**src/rtl/dmem_pkg.sv**
```systemverilog
// Shared types and default widths for the data-memory port-B arbiter.
package dmem_pkg;

  localparam int unsigned ADDR_W_DEF     = 10;
  localparam int unsigned DATA_W_DEF     = 32;
  localparam int unsigned BOOT_WORDS_DEF = 256;
  localparam int unsigned LOCK_MAX_DEF   = 8;

  typedef enum logic {BOOT, RUN} arb_state_t;

  typedef enum logic [1:0] {M_NONE, M_BOOT, M_CORE, M_DBG} master_t;

endpackage

```
**src/rtl/rr_arb2.sv**
```systemverilog
// Two-requester round-robin (core vs debug) with a bounded debug burst lock.
module rr_arb2
  import dmem_pkg::*;
#(
  parameter int unsigned LOCK_MAX = LOCK_MAX_DEF
) (
  input  logic clk,
  input  logic rst,
  input  logic i_en,
  input  logic i_req_core,
  input  logic i_req_dbg,
  input  logic i_lock,
  output logic o_gnt_core_c,
  output logic o_gnt_dbg_c
);

  localparam int unsigned LCNT_W = $clog2(LOCK_MAX + 1);

  logic              r_last_dbg;
  logic [LCNT_W-1:0] r_lock_cnt;
  logic              w_lock_act;

  assign w_lock_act = r_last_dbg & i_lock & (r_lock_cnt < LCNT_W'(LOCK_MAX));

  // Winner selection: lock favours debug, otherwise the one not served last.
  always_comb begin
    o_gnt_core_c = 1'b0;
    o_gnt_dbg_c  = 1'b0;
    if (i_en) begin
      if (i_req_core && i_req_dbg) begin
        if (w_lock_act || !r_last_dbg) o_gnt_dbg_c  = 1'b1;
        else                            o_gnt_core_c = 1'b1;
      end else begin
        o_gnt_core_c = i_req_core;
        o_gnt_dbg_c  = i_req_dbg;
      end
    end
  end

  // Last-winner memory and consecutive locked-debug-grant counter.
  always_ff @(posedge clk) begin
    if (rst) begin
      r_last_dbg <= 1'b1;
      r_lock_cnt <= '0;
    end else begin
      if (o_gnt_core_c)     r_last_dbg <= 1'b0;
      else if (o_gnt_dbg_c) r_last_dbg <= 1'b1;

      if (o_gnt_dbg_c && i_lock) begin
        if (r_lock_cnt != LCNT_W'(LOCK_MAX)) r_lock_cnt <= r_lock_cnt + 1'b1;
      end else begin
        r_lock_cnt <= '0;
      end
    end
  end

endmodule

```
**src/rtl/dmem_arbiter.sv**
```systemverilog
// Port-B owner of the shared RAM: boot phase sequencing, core/debug
// arbitration, RAM mux and read-valid return pipeline.
module dmem_arbiter
  import dmem_pkg::*;
#(
  parameter int unsigned ADDR_W     = ADDR_W_DEF,
  parameter int unsigned DATA_W     = DATA_W_DEF,
  parameter int unsigned BOOT_WORDS = BOOT_WORDS_DEF,
  parameter int unsigned LOCK_MAX   = LOCK_MAX_DEF
) (
  input  logic              clk,
  input  logic              rst,
  input  logic              boot_req,
  input  logic              boot_we,
  input  logic [ADDR_W-1:0] boot_addr,
  input  logic [DATA_W-1:0] boot_wdata,
  input  logic              core_req,
  input  logic              core_we,
  input  logic [ADDR_W-1:0] core_addr,
  input  logic [DATA_W-1:0] core_wdata,
  input  logic              dbg_req,
  input  logic              dbg_we,
  input  logic [ADDR_W-1:0] dbg_addr,
  input  logic [DATA_W-1:0] dbg_wdata,
  input  logic              dbg_lock,
  output logic              boot_gnt,
  output logic              core_gnt,
  output logic              dbg_gnt,
  output logic              boot_rvalid,
  output logic              core_rvalid,
  output logic              dbg_rvalid,
  output logic [DATA_W-1:0] rdata,
  output logic              ram_we,
  output logic [ADDR_W-1:0] ram_addr,
  output logic [DATA_W-1:0] ram_wdata,
  input  logic [DATA_W-1:0] ram_rdata,
  output logic              avail
);

  localparam int unsigned CNT_W = $clog2(BOOT_WORDS + 1);

  arb_state_t       r_state;
  logic [CNT_W-1:0] r_boot_cnt;
  logic             r_boot_rv;
  logic             r_core_rv;
  logic             r_dbg_rv;
  logic             w_run;
  logic             w_core_win;
  logic             w_dbg_win;
  master_t          w_gnt;

  assign w_run = (r_state == RUN);

  rr_arb2 #(
    .LOCK_MAX (LOCK_MAX)
  ) u_rr (
    .clk          (clk),
    .rst          (rst),
    .i_en         (w_run),
    .i_req_core   (core_req),
    .i_req_dbg    (dbg_req),
    .i_lock       (dbg_lock),
    .o_gnt_core_c (w_core_win),
    .o_gnt_dbg_c  (w_dbg_win)
  );

  // Single owner per cycle: boot only in BOOT, core/debug only in RUN.
  always_comb begin
    w_gnt = M_NONE;
    if (!w_run) begin
      if (boot_req) w_gnt = M_BOOT;
    end else if (w_core_win) begin
      w_gnt = M_CORE;
    end else if (w_dbg_win) begin
      w_gnt = M_DBG;
    end
  end

  assign boot_gnt = (w_gnt == M_BOOT);
  assign core_gnt = (w_gnt == M_CORE);
  assign dbg_gnt  = (w_gnt == M_DBG);

  // RAM port-B mux driven by the granted master; zeros when idle.
  always_comb begin
    ram_we    = 1'b0;
    ram_addr  = '0;
    ram_wdata = '0;
    unique case (w_gnt)
      M_BOOT: begin ram_we = boot_we; ram_addr = boot_addr; ram_wdata = boot_wdata; end
      M_CORE: begin ram_we = core_we; ram_addr = core_addr; ram_wdata = core_wdata; end
      M_DBG:  begin ram_we = dbg_we;  ram_addr = dbg_addr;  ram_wdata = dbg_wdata;  end
      default: ;
    endcase
  end

  // Boot phase FSM: count granted boot writes, switch to RUN on the last one.
  always_ff @(posedge clk) begin
    if (rst) begin
      r_state    <= BOOT;
      r_boot_cnt <= '0;
    end else if (r_state == BOOT && boot_req && boot_we) begin
      if (r_boot_cnt == CNT_W'(BOOT_WORDS - 1)) r_state <= RUN;
      if (r_boot_cnt != CNT_W'(BOOT_WORDS))     r_boot_cnt <= r_boot_cnt + 1'b1;
    end
  end

  // Read-valid return: owner of a granted read sees rvalid one cycle later.
  always_ff @(posedge clk) begin
    if (rst) begin
      r_boot_rv <= 1'b0;
      r_core_rv <= 1'b0;
      r_dbg_rv  <= 1'b0;
    end else begin
      r_boot_rv <= boot_gnt & ~boot_we;
      r_core_rv <= core_gnt & ~core_we;
      r_dbg_rv  <= dbg_gnt  & ~dbg_we;
    end
  end

  assign boot_rvalid = r_boot_rv;
  assign core_rvalid = r_core_rv;
  assign dbg_rvalid  = r_dbg_rv;
  assign rdata       = ram_rdata;
  assign avail       = w_run;

endmodule

```
**config.mk**
```make
export PLATFORM = sky130hd
export DESIGN_NAME = dmem_arbiter
export DESIGN_NICKNAME = d
export VERILOG_FILES = /design/src/rtl/dmem_pkg.sv /design/src/rtl/rr_arb2.sv /design/src/rtl/dmem_arbiter.sv
export SDC_FILE = /design/constraint.sdc
export NUM_CORES = 1
export LEC_CHECK = 0
export CORE_AREA = 2 2 97 99
export DETAILED_ROUTE_END_ITERATION = 10
export DIE_AREA = 0 0 99 101
export MAX_ROUTING_LAYER = met4
export PLACE_DENSITY = 0.78
export RECOVER_POWER = 50
export SYNTH_ARGS = -nofsm -noshare
export SYNTH_HDL_FRONTEND = slang
export SYNTH_SLANG_ARGS = --single-unit
```
**constraint.sdc**
```tcl
create_clock -name clk -period 1.9 [get_ports clk]
set_clock_uncertainty 0.15 [all_clocks]
set_input_delay 0.38 -clock clk [delete_from_list [all_inputs] [get_ports clk]]
set_output_delay 0.38 -clock clk [all_outputs]
set_load 0.005 [all_outputs]
```
==> results of run 1 <==
cell families (layout without fill, tap and decap cells):
kind of cell / count (synthesis) / in the layout / share of synthesized area [%]
AOI/OAI and AO/OA: 103 / 103 / 38.74
buffers and inverters: 71 / 255 / 17.69
adders and majority gates: 5 / 5 / 2.548
and+or+nand+nor: 129 / 129 / 23.90
xor gates and xnor gates: 2 / 2 / 0.7137
muxes: 4 / 4 / 1.733
DFF: 18 / 18 / 14.68
layout by cell type, fill, tap and decap left out, types with 2 or more instances in the layout:
cell type,synthesis,layout
clkdlybuf4s50_1,0,133
nand2_1,91,75
o211ai_1,49,49
buf_2,9,46
o211ai_2,37,36
buf_4,33,23
nand2_2,0,15
dfxtp_1,18,15
buf_6,4,13
buf_12,0,10
inv_1,8,8
nor2_1,8,7
a21oi_1,6,6
ha_1,5,5
clkbuf_16,0,5
nor4_1,5,4
buf_16,0,4
buf_8,0,4
o21ai_0,3,3
nand2b_1,3,3
clkbuf_8,0,3
nor2b_4,0,2
nand4_1,2,2
nor3_1,2,2
nor3b_1,2,2
nor4_2,1,2
nand3_1,2,2
o31ai_1,2,2
or4_1,2,2
or3_1,2,2
mux2i_1,2,2
mux2_2,2,2
nand3b_1,2,2
dlygate4sd2_1,0,2
dfxtp_2,0,2
state kept, by name, summed over array words and instances (netlist names):
name	cells
r_boot_cnt	9
u_rr.r_lock_cnt	4
avail	1
boot_rvalid	1
core_rvalid	1
dbg_rvalid	1
u_rr.r_last_dbg	1
timing repair:
item,CTS,global route
endpoints found under the hold margin,0,0
setup buffers,17,7
pin swaps,51,32
setup endpoints to repair,48,47
resized for setup,227,35
gates cloned,12,5
worst max-delay path: cells and delay by family, from the launching register on:
family / cells / cell delay, ns
AO/OA/AOI/OAI: 1 / 0.05
buffers and inverters: 4 / 0.60
flip-flops: 1 / 0.36
AND/OR/NAND/NOR: 2 / 0.24
final cells by class:
class                           count  area share [%]
Timing Repair Buffer              243           50.85
Sequential cell                    18           7.704
Multi-Input combinational cell    243           36.84
Inverter                            9          0.8151
Clock buffer                        3          0.8677
Tap cell                          111           2.919
metrics by stage:
| stage | std cells | TNS (ns) |
|---|---|---|
| 2_1_floorplan | 332 | 0 |
| 6_report | 627 | -4.483 |
| 3_5_place_dp | 597 | -37.35 |
| 5_1_grt | 627 | -7.254 |
| 4_1_cts | 628 | -5.525 |
| 3_3_place_gp | 597 | -35.49 |
metal layers:
| metal | part of all wire [%] | vias to the layer above |
|---|---|---|
| met5 | 0 | - |
| met3 | 6.9 | 14 |
| met4 | 1.1 | 0 |
| li1 | - | 1551 |
| met1 | 42 | 1551 |
| met2 | 50 | 139 |
how the worst max path moves through the flow:
stage / cells after the start / to / slack, ns / start
finish: 7 / ram_wdata[15] / -0.14 / avail$_SDFFE_PP0P_
global route: 6 / ram_wdata[29] / -0.20 / avail$_SDFFE_PP0P_
CTS: 7 / ram_wdata[29] / -0.17 / avail$_SDFFE_PP0P_
detailed placement: 7 / ram_wdata[8] / -0.85 / dbg_req
global placement: 7 / ram_wdata[8] / -0.80 / core_req
floorplan: 6 / ram_addr[0] / 0.11 / dbg_lock
power breakdown:
| part | internal [W] | switching, W |
|---|---|---|
| combinational | 0.000414 | 0.000215 |
| clock | 0.000141 | 0.000122 |
| sequential | 0.000381 | 0.00000478 |
| total | 0.000936 | 0.000342 |
==> results.sh, run 1 <==
export IMPL_outcome="complete, but fails checks"
export IMPL_failed_checks="setup timing"
export IMPL_ys_seq_elements=18
export IMPL_clk_latency_ns=0.25
export IMPL_powerDensity_mw_per_mm2=268.4
export IMPL_viasPerCell=5.191
export IMPL_fillers=826
export IMPL_hold_depth=3
export IMPL_dpl_worst_slack_ns=-0.8497
export IMPL_yosysMostFrequentCell="nand2_1"
export IMPL_ant_nets=0
export IMPL_cts_clk_slew_worst_paths_ns=0.07
export IMPL_drc=0
export IMPL_min_path_type="in2reg"
export IMPL_worstPathArrival_ns=1.51
export IMPL_ys_types=40
export IMPL_period_share_pct=107.5
export IMPL_n_antenna_cell=0
export IMPL_relSlewSlack_pct=66.09
export IMPL_met2_usage_pct=37.58
export IMPL_crit_type="reg2out"
export IMPL_coreArea_mm2=0.008977
export IMPL_ctsHtreeMaxLevel=1
export IMPL_r2r_end="r_boot_cnt[0]$_SDFFE_PP0P_"
export IMPL_num_io_pins=249
export IMPL_yosysTopAreaCell="o211ai_2"
export IMPL_crit_chain="buf_4, nor2b_4, buf_8, clkbuf_16, nand2_1, o211ai_2, buf_2"
export IMPL_seq_area_um2=366.6
export IMPL_first_global_vias=3233
export IMPL_hpwl_um=7696
export IMPL_synthArstFlopShare_pct=0
export IMPL_finalWorstSetupSlack_ns=-0.1432
export IMPL_syn_cell_area_mm2=0.002455
export IMPL_port_buffers=184
export IMPL_crit_fanout=4
export IMPL_grt_busiest_layer="met2"
export IMPL_clock_root_buffer="clkbuf_8"
export IMPL_grt_start_max_net_pins=18
export IMPL_synth_cells=332
export IMPL_start_kind="flip-flop"
export IMPL_cts_num_sinks=18
export IMPL_gp_congestion=0.8295
export IMPL_wirelength_um=11690
export IMPL_hold_viol_final=0
export IMPL_synth_area_per_cell_um2=7.394
export IMPL_grt_overflow=0
export IMPL_post_route_min_period_ns=2.043
export IMPL_rows=35
export IMPL_power_w=0.001277
export IMPL_grtUsageMet1_pct=25.91
export IMPL_drtIter0Drc=121
export IMPL_synth_edff_count=0
export IMPL_cts_tree="yes"
export IMPL_via_count=3255
export IMPL_maxCapViolCount=0
export IMPL_die_x_um=99
export IMPL_cpPeakStageDelay_ns=0.36
export IMPL_grt_pass1_wl_um=16820
export IMPL_drive_gt1_share_pct=34.50
export IMPL_fmax_ghz=0.4894
export IMPL_final_util_pct=53.00
export IMPL_fin_nets=690
export IMPL_p_leak_nw=1.950
export IMPL_cts_buffer_depth=2
export IMPL_critPathRequiredTime_ns=1.37
export IMPL_yosys_warnings=0
export IMPL_placed_area_mm2=0.004382
export IMPL_first_pass_iters=4
export IMPL_postCtsHoldBufs=0
export IMPL_syn2layout_area_growth_pct=93.83
export IMPL_floorplan_initialDensity_pct=27.34
export IMPL_r2r_slack_ns=0.08
export IMPL_wl_per_cell_um=18.64
export IMPL_end_kind="primary output"
export IMPL_synth_area_leaders="o211ai_2 19%, o211ai_1 15%, dfxtp_1 15%"
export IMPL_reg2reg_from="avail$_SDFFE_PP0P_"
export IMPL_multi_input_area_mm2=0.001753
export IMPL_grt_setup_unrepaired="true"
export IMPL_fp_dieArea_mm2=0.009999
export IMPL_vdd_drop_max_v=0.0002741
export IMPL_synth_top_area_share_pct=18.86
export IMPL_reg2regPathDepth=6
export IMPL_postLayoutCellArea_mm2=0.004758
export IMPL_use_met3_pct=3.814
export IMPL_whs_ns=0.3035
export IMPL_antenna_found_initial=0
export IMPL_cts_made_buffers=3
export IMPL_die_h_um=101
export IMPL_globalRouteTotalUtil_pct=21.47
export IMPL_hold_end="u_rr.r_lock_cnt[3]$_SDFFE_PP0N_"
export IMPL_worst_slew_pin_slew_ns=0.5034
export IMPL_slew_viol_final=0
export IMPL_ys_flop_type="dfxtp_1"
export IMPL_cp_slowest_cell="dfxtp_4"
export IMPL_min_delay_start="dbg_lock"
export IMPL_setup_viol=44
export IMPL_synth_seq_area_share_pct=14.68
export IMPL_syn_num_nets=504
export IMPL_synth_common_cells="91 x nand2_1, 49 x o211ai_1, 37 x o211ai_2, 33 x buf_4, 18 x dfxtp_1"
Note: power is estimated with default switching activity, not from simulation.
==> run 2, diff against run 1 <==
Settings changed: CORE_AREA 2 2 97 99 to 2 2 112 81, DIE_AREA 0 0 99 101 to 0 0 114 83, PLACE_DENSITY 0.78 to 0.82.
==> results.sh, run 2 (synthesized netlist as in run 1, its figures left out) <==
export IMPL_start_kind="flip-flop"
export IMPL_fmax_ghz=0.4901
export IMPL_grt_overflow=0
export IMPL_port_buffers=184
export IMPL_cp_top_family="buffers and inverters"
export IMPL_globalRouteTotalUtil_pct=24.52
export IMPL_min_path_type="in2reg"
export IMPL_finalSetupTns_ns=-4.133
export IMPL_floorplan_initialDensity_pct=29.44
export IMPL_reg_largest_list="r_boot_cnt x9, u_rr.r_lock_cnt x4"
export IMPL_ant_nets=0
export IMPL_cts_made_buffers=3
export IMPL_worstPathArrival_ns=1.51
export IMPL_first_global_vias=3362
export IMPL_maxCapViolCount=0
export IMPL_path_buf_inv=4
export IMPL_clock_root_buffer="clkbuf_16"
export IMPL_dp_cells=582
export IMPL_layout_commonest_cell="clkdlybuf4s50_1"
export IMPL_worst_slew_pin_slew_ns=0.5273
export IMPL_dpl_worst_slack_ns=-0.8147
export IMPL_finalWorstSetupSlack_ns=-0.1406
export IMPL_post_route_min_period_ns=2.041
export IMPL_drive_gt1_share_pct=35.60
export IMPL_num_io_pins=249
export IMPL_first_pass_iters=4
export IMPL_crit_chain="buf_6, o21a_4, buf_4, buf_12, nand2_1, o211ai_2, buf_2"
export IMPL_die_x_um=114
export IMPL_drtIter0Drc=172
export IMPL_antenna_found_initial=0
export IMPL_n_antenna_cell=0
export IMPL_slew_viol_final=0
export IMPL_setup_viol=44
export IMPL_period_share_pct=107.4
export IMPL_final_cell_mix="134 x clkdlybuf4s50_1, 68 x nand2_1, 49 x o211ai_1"
export IMPL_hold_viol_final=0
export IMPL_rows=28
export IMPL_cp_slowest_cell="dfxtp_2"
export IMPL_gp_congestion=0.9829
export IMPL_via_count=3288
export IMPL_grt_start_max_net_pins=23
export IMPL_final_cell_count_no_fill=619
export IMPL_crit_type="reg2out"
export IMPL_clk_latency_ns=0.25
export IMPL_ctsHtreeMaxLevel=1
export IMPL_power_w=0.001487
export IMPL_cts_clk_slew_worst_paths_ns=0.05
export IMPL_cts_tree="yes"
export IMPL_drc=0
export IMPL_wirelength_um=12310
export IMPL_grt_pass1_wl_um=18150
export IMPL_whs_ns=0.3386
export IMPL_die_h_um=83
export IMPL_largest_reg_flops=9
export IMPL_grt_setup_unrepaired="true"
export IMPL_p_leak_nw=2.057
export IMPL_postCtsHoldBufs=0
export IMPL_coreArea_mm2=0.008338
export IMPL_critPathRequiredTime_ns=1.37
export IMPL_relSlewSlack_pct=64.48
export IMPL_vdd_drop_max_v=0.0003949
export IMPL_end_kind="primary output"
export IMPL_outcome="complete, but fails checks"
export IMPL_cpPeakStageDelay_ns=0.36
export IMPL_crit_fanout=6
export IMPL_regMostFlops="r_boot_cnt"
export IMPL_cts_num_sinks=18
export IMPL_viasPerCell=5.312
export IMPL_failed_checks="setup timing"
export IMPL_powerDensity_mw_per_mm2=304.0
export IMPL_wl_per_cell_um=19.88
export IMPL_cts_buffer_depth=2
export IMPL_fp_dieArea_mm2=0.009462
export IMPL_syn2layout_area_growth_pct=99.29
export IMPL_fin_nets=687
export IMPL_hpwl_um=7834
==> run 2: changes by cell type in the layout (fill, tap and decap cells not counted), moves of 2 or more <==
cell / change
buf_12: +6
buf_16: +4
buf_4: -4
buf_6: -4
buf_8: -2
clkbuf_8: -2
nand2_1: -7
nand2_2: -3
nand2_4: +10
==> run 2: repair_timing <==
item / 4_1_cts / 5_1_grt
buffers inserted: 21 / 5
endpoints found under the setup margin: 47 / 46
pin swaps: 41 / 9
resized for setup: 244 / 25
gates cloned: 12 / 2
==> run 2: layout make-up <==
| class | instances | area, um^2 |
|---|---|---|
| clock buffer | 4 | 88.84 |
| fill | 727 | 3446 |
| inverter | 9 | 36.28 |
| multi-input combinational | 243 | 1807 |
| sequential | 18 | 364.1 |
| tap | 105 | 131.4 |
| timing repair buffer | 240 | 2465 |
==> run 2: power breakdown <==
part	internal, W	switching, W	leakage [nW]
clock network	0.000320	0.000147	0.0442
logic	0.000409	0.000224	1.87
registers	0.000383	0.00000462	0.146
total	0.00111	0.000375	2.06
==> run 2: worst min-delay path, stage by stage <==
cell,delay [ns]
buf_2,0.12
inv_1,0.12
nor4_1,0.07
==> run 2: metrics by stage <==
step / utilization [%] / instance area (um^2)
after floorplan: - / 2455
after global placement: 52.10 / 4344
after detailed placement: 52.10 / 4344
after CTS: 58.25 / 4857
after global routing: 58.67 / 4892
final: 58.67 / 4892
==> run 2: metal layers <==
metal  track usage (%)  share of wire, %  wire (um)
met1             30.54                42       5223
met2             40.48                48       5893
met3             5.766               8.6       1057
met4             5.100               1.0        129
met5                 -                 0          0
==> run 2: worst paths after layout <==
check / start / slack [ns] / cells past startpoint / endpoint
min: dbg_lock / 0.34 / 3 / u_rr.r_lock_cnt[1]$_SDFFE_PP0N_
max reg2reg: avail$_SDFFE_PP0P_ / 0.09 / 6 / r_boot_cnt[7]$_SDFFE_PP0P_
max: avail$_SDFFE_PP0P_ / -0.14 / 7 / ram_wdata[4]
min reg2reg: r_boot_cnt[5]$_SDFFE_PP0P_ / 0.35 / 2 / r_boot_cnt[5]$_SDFFE_PP0P_
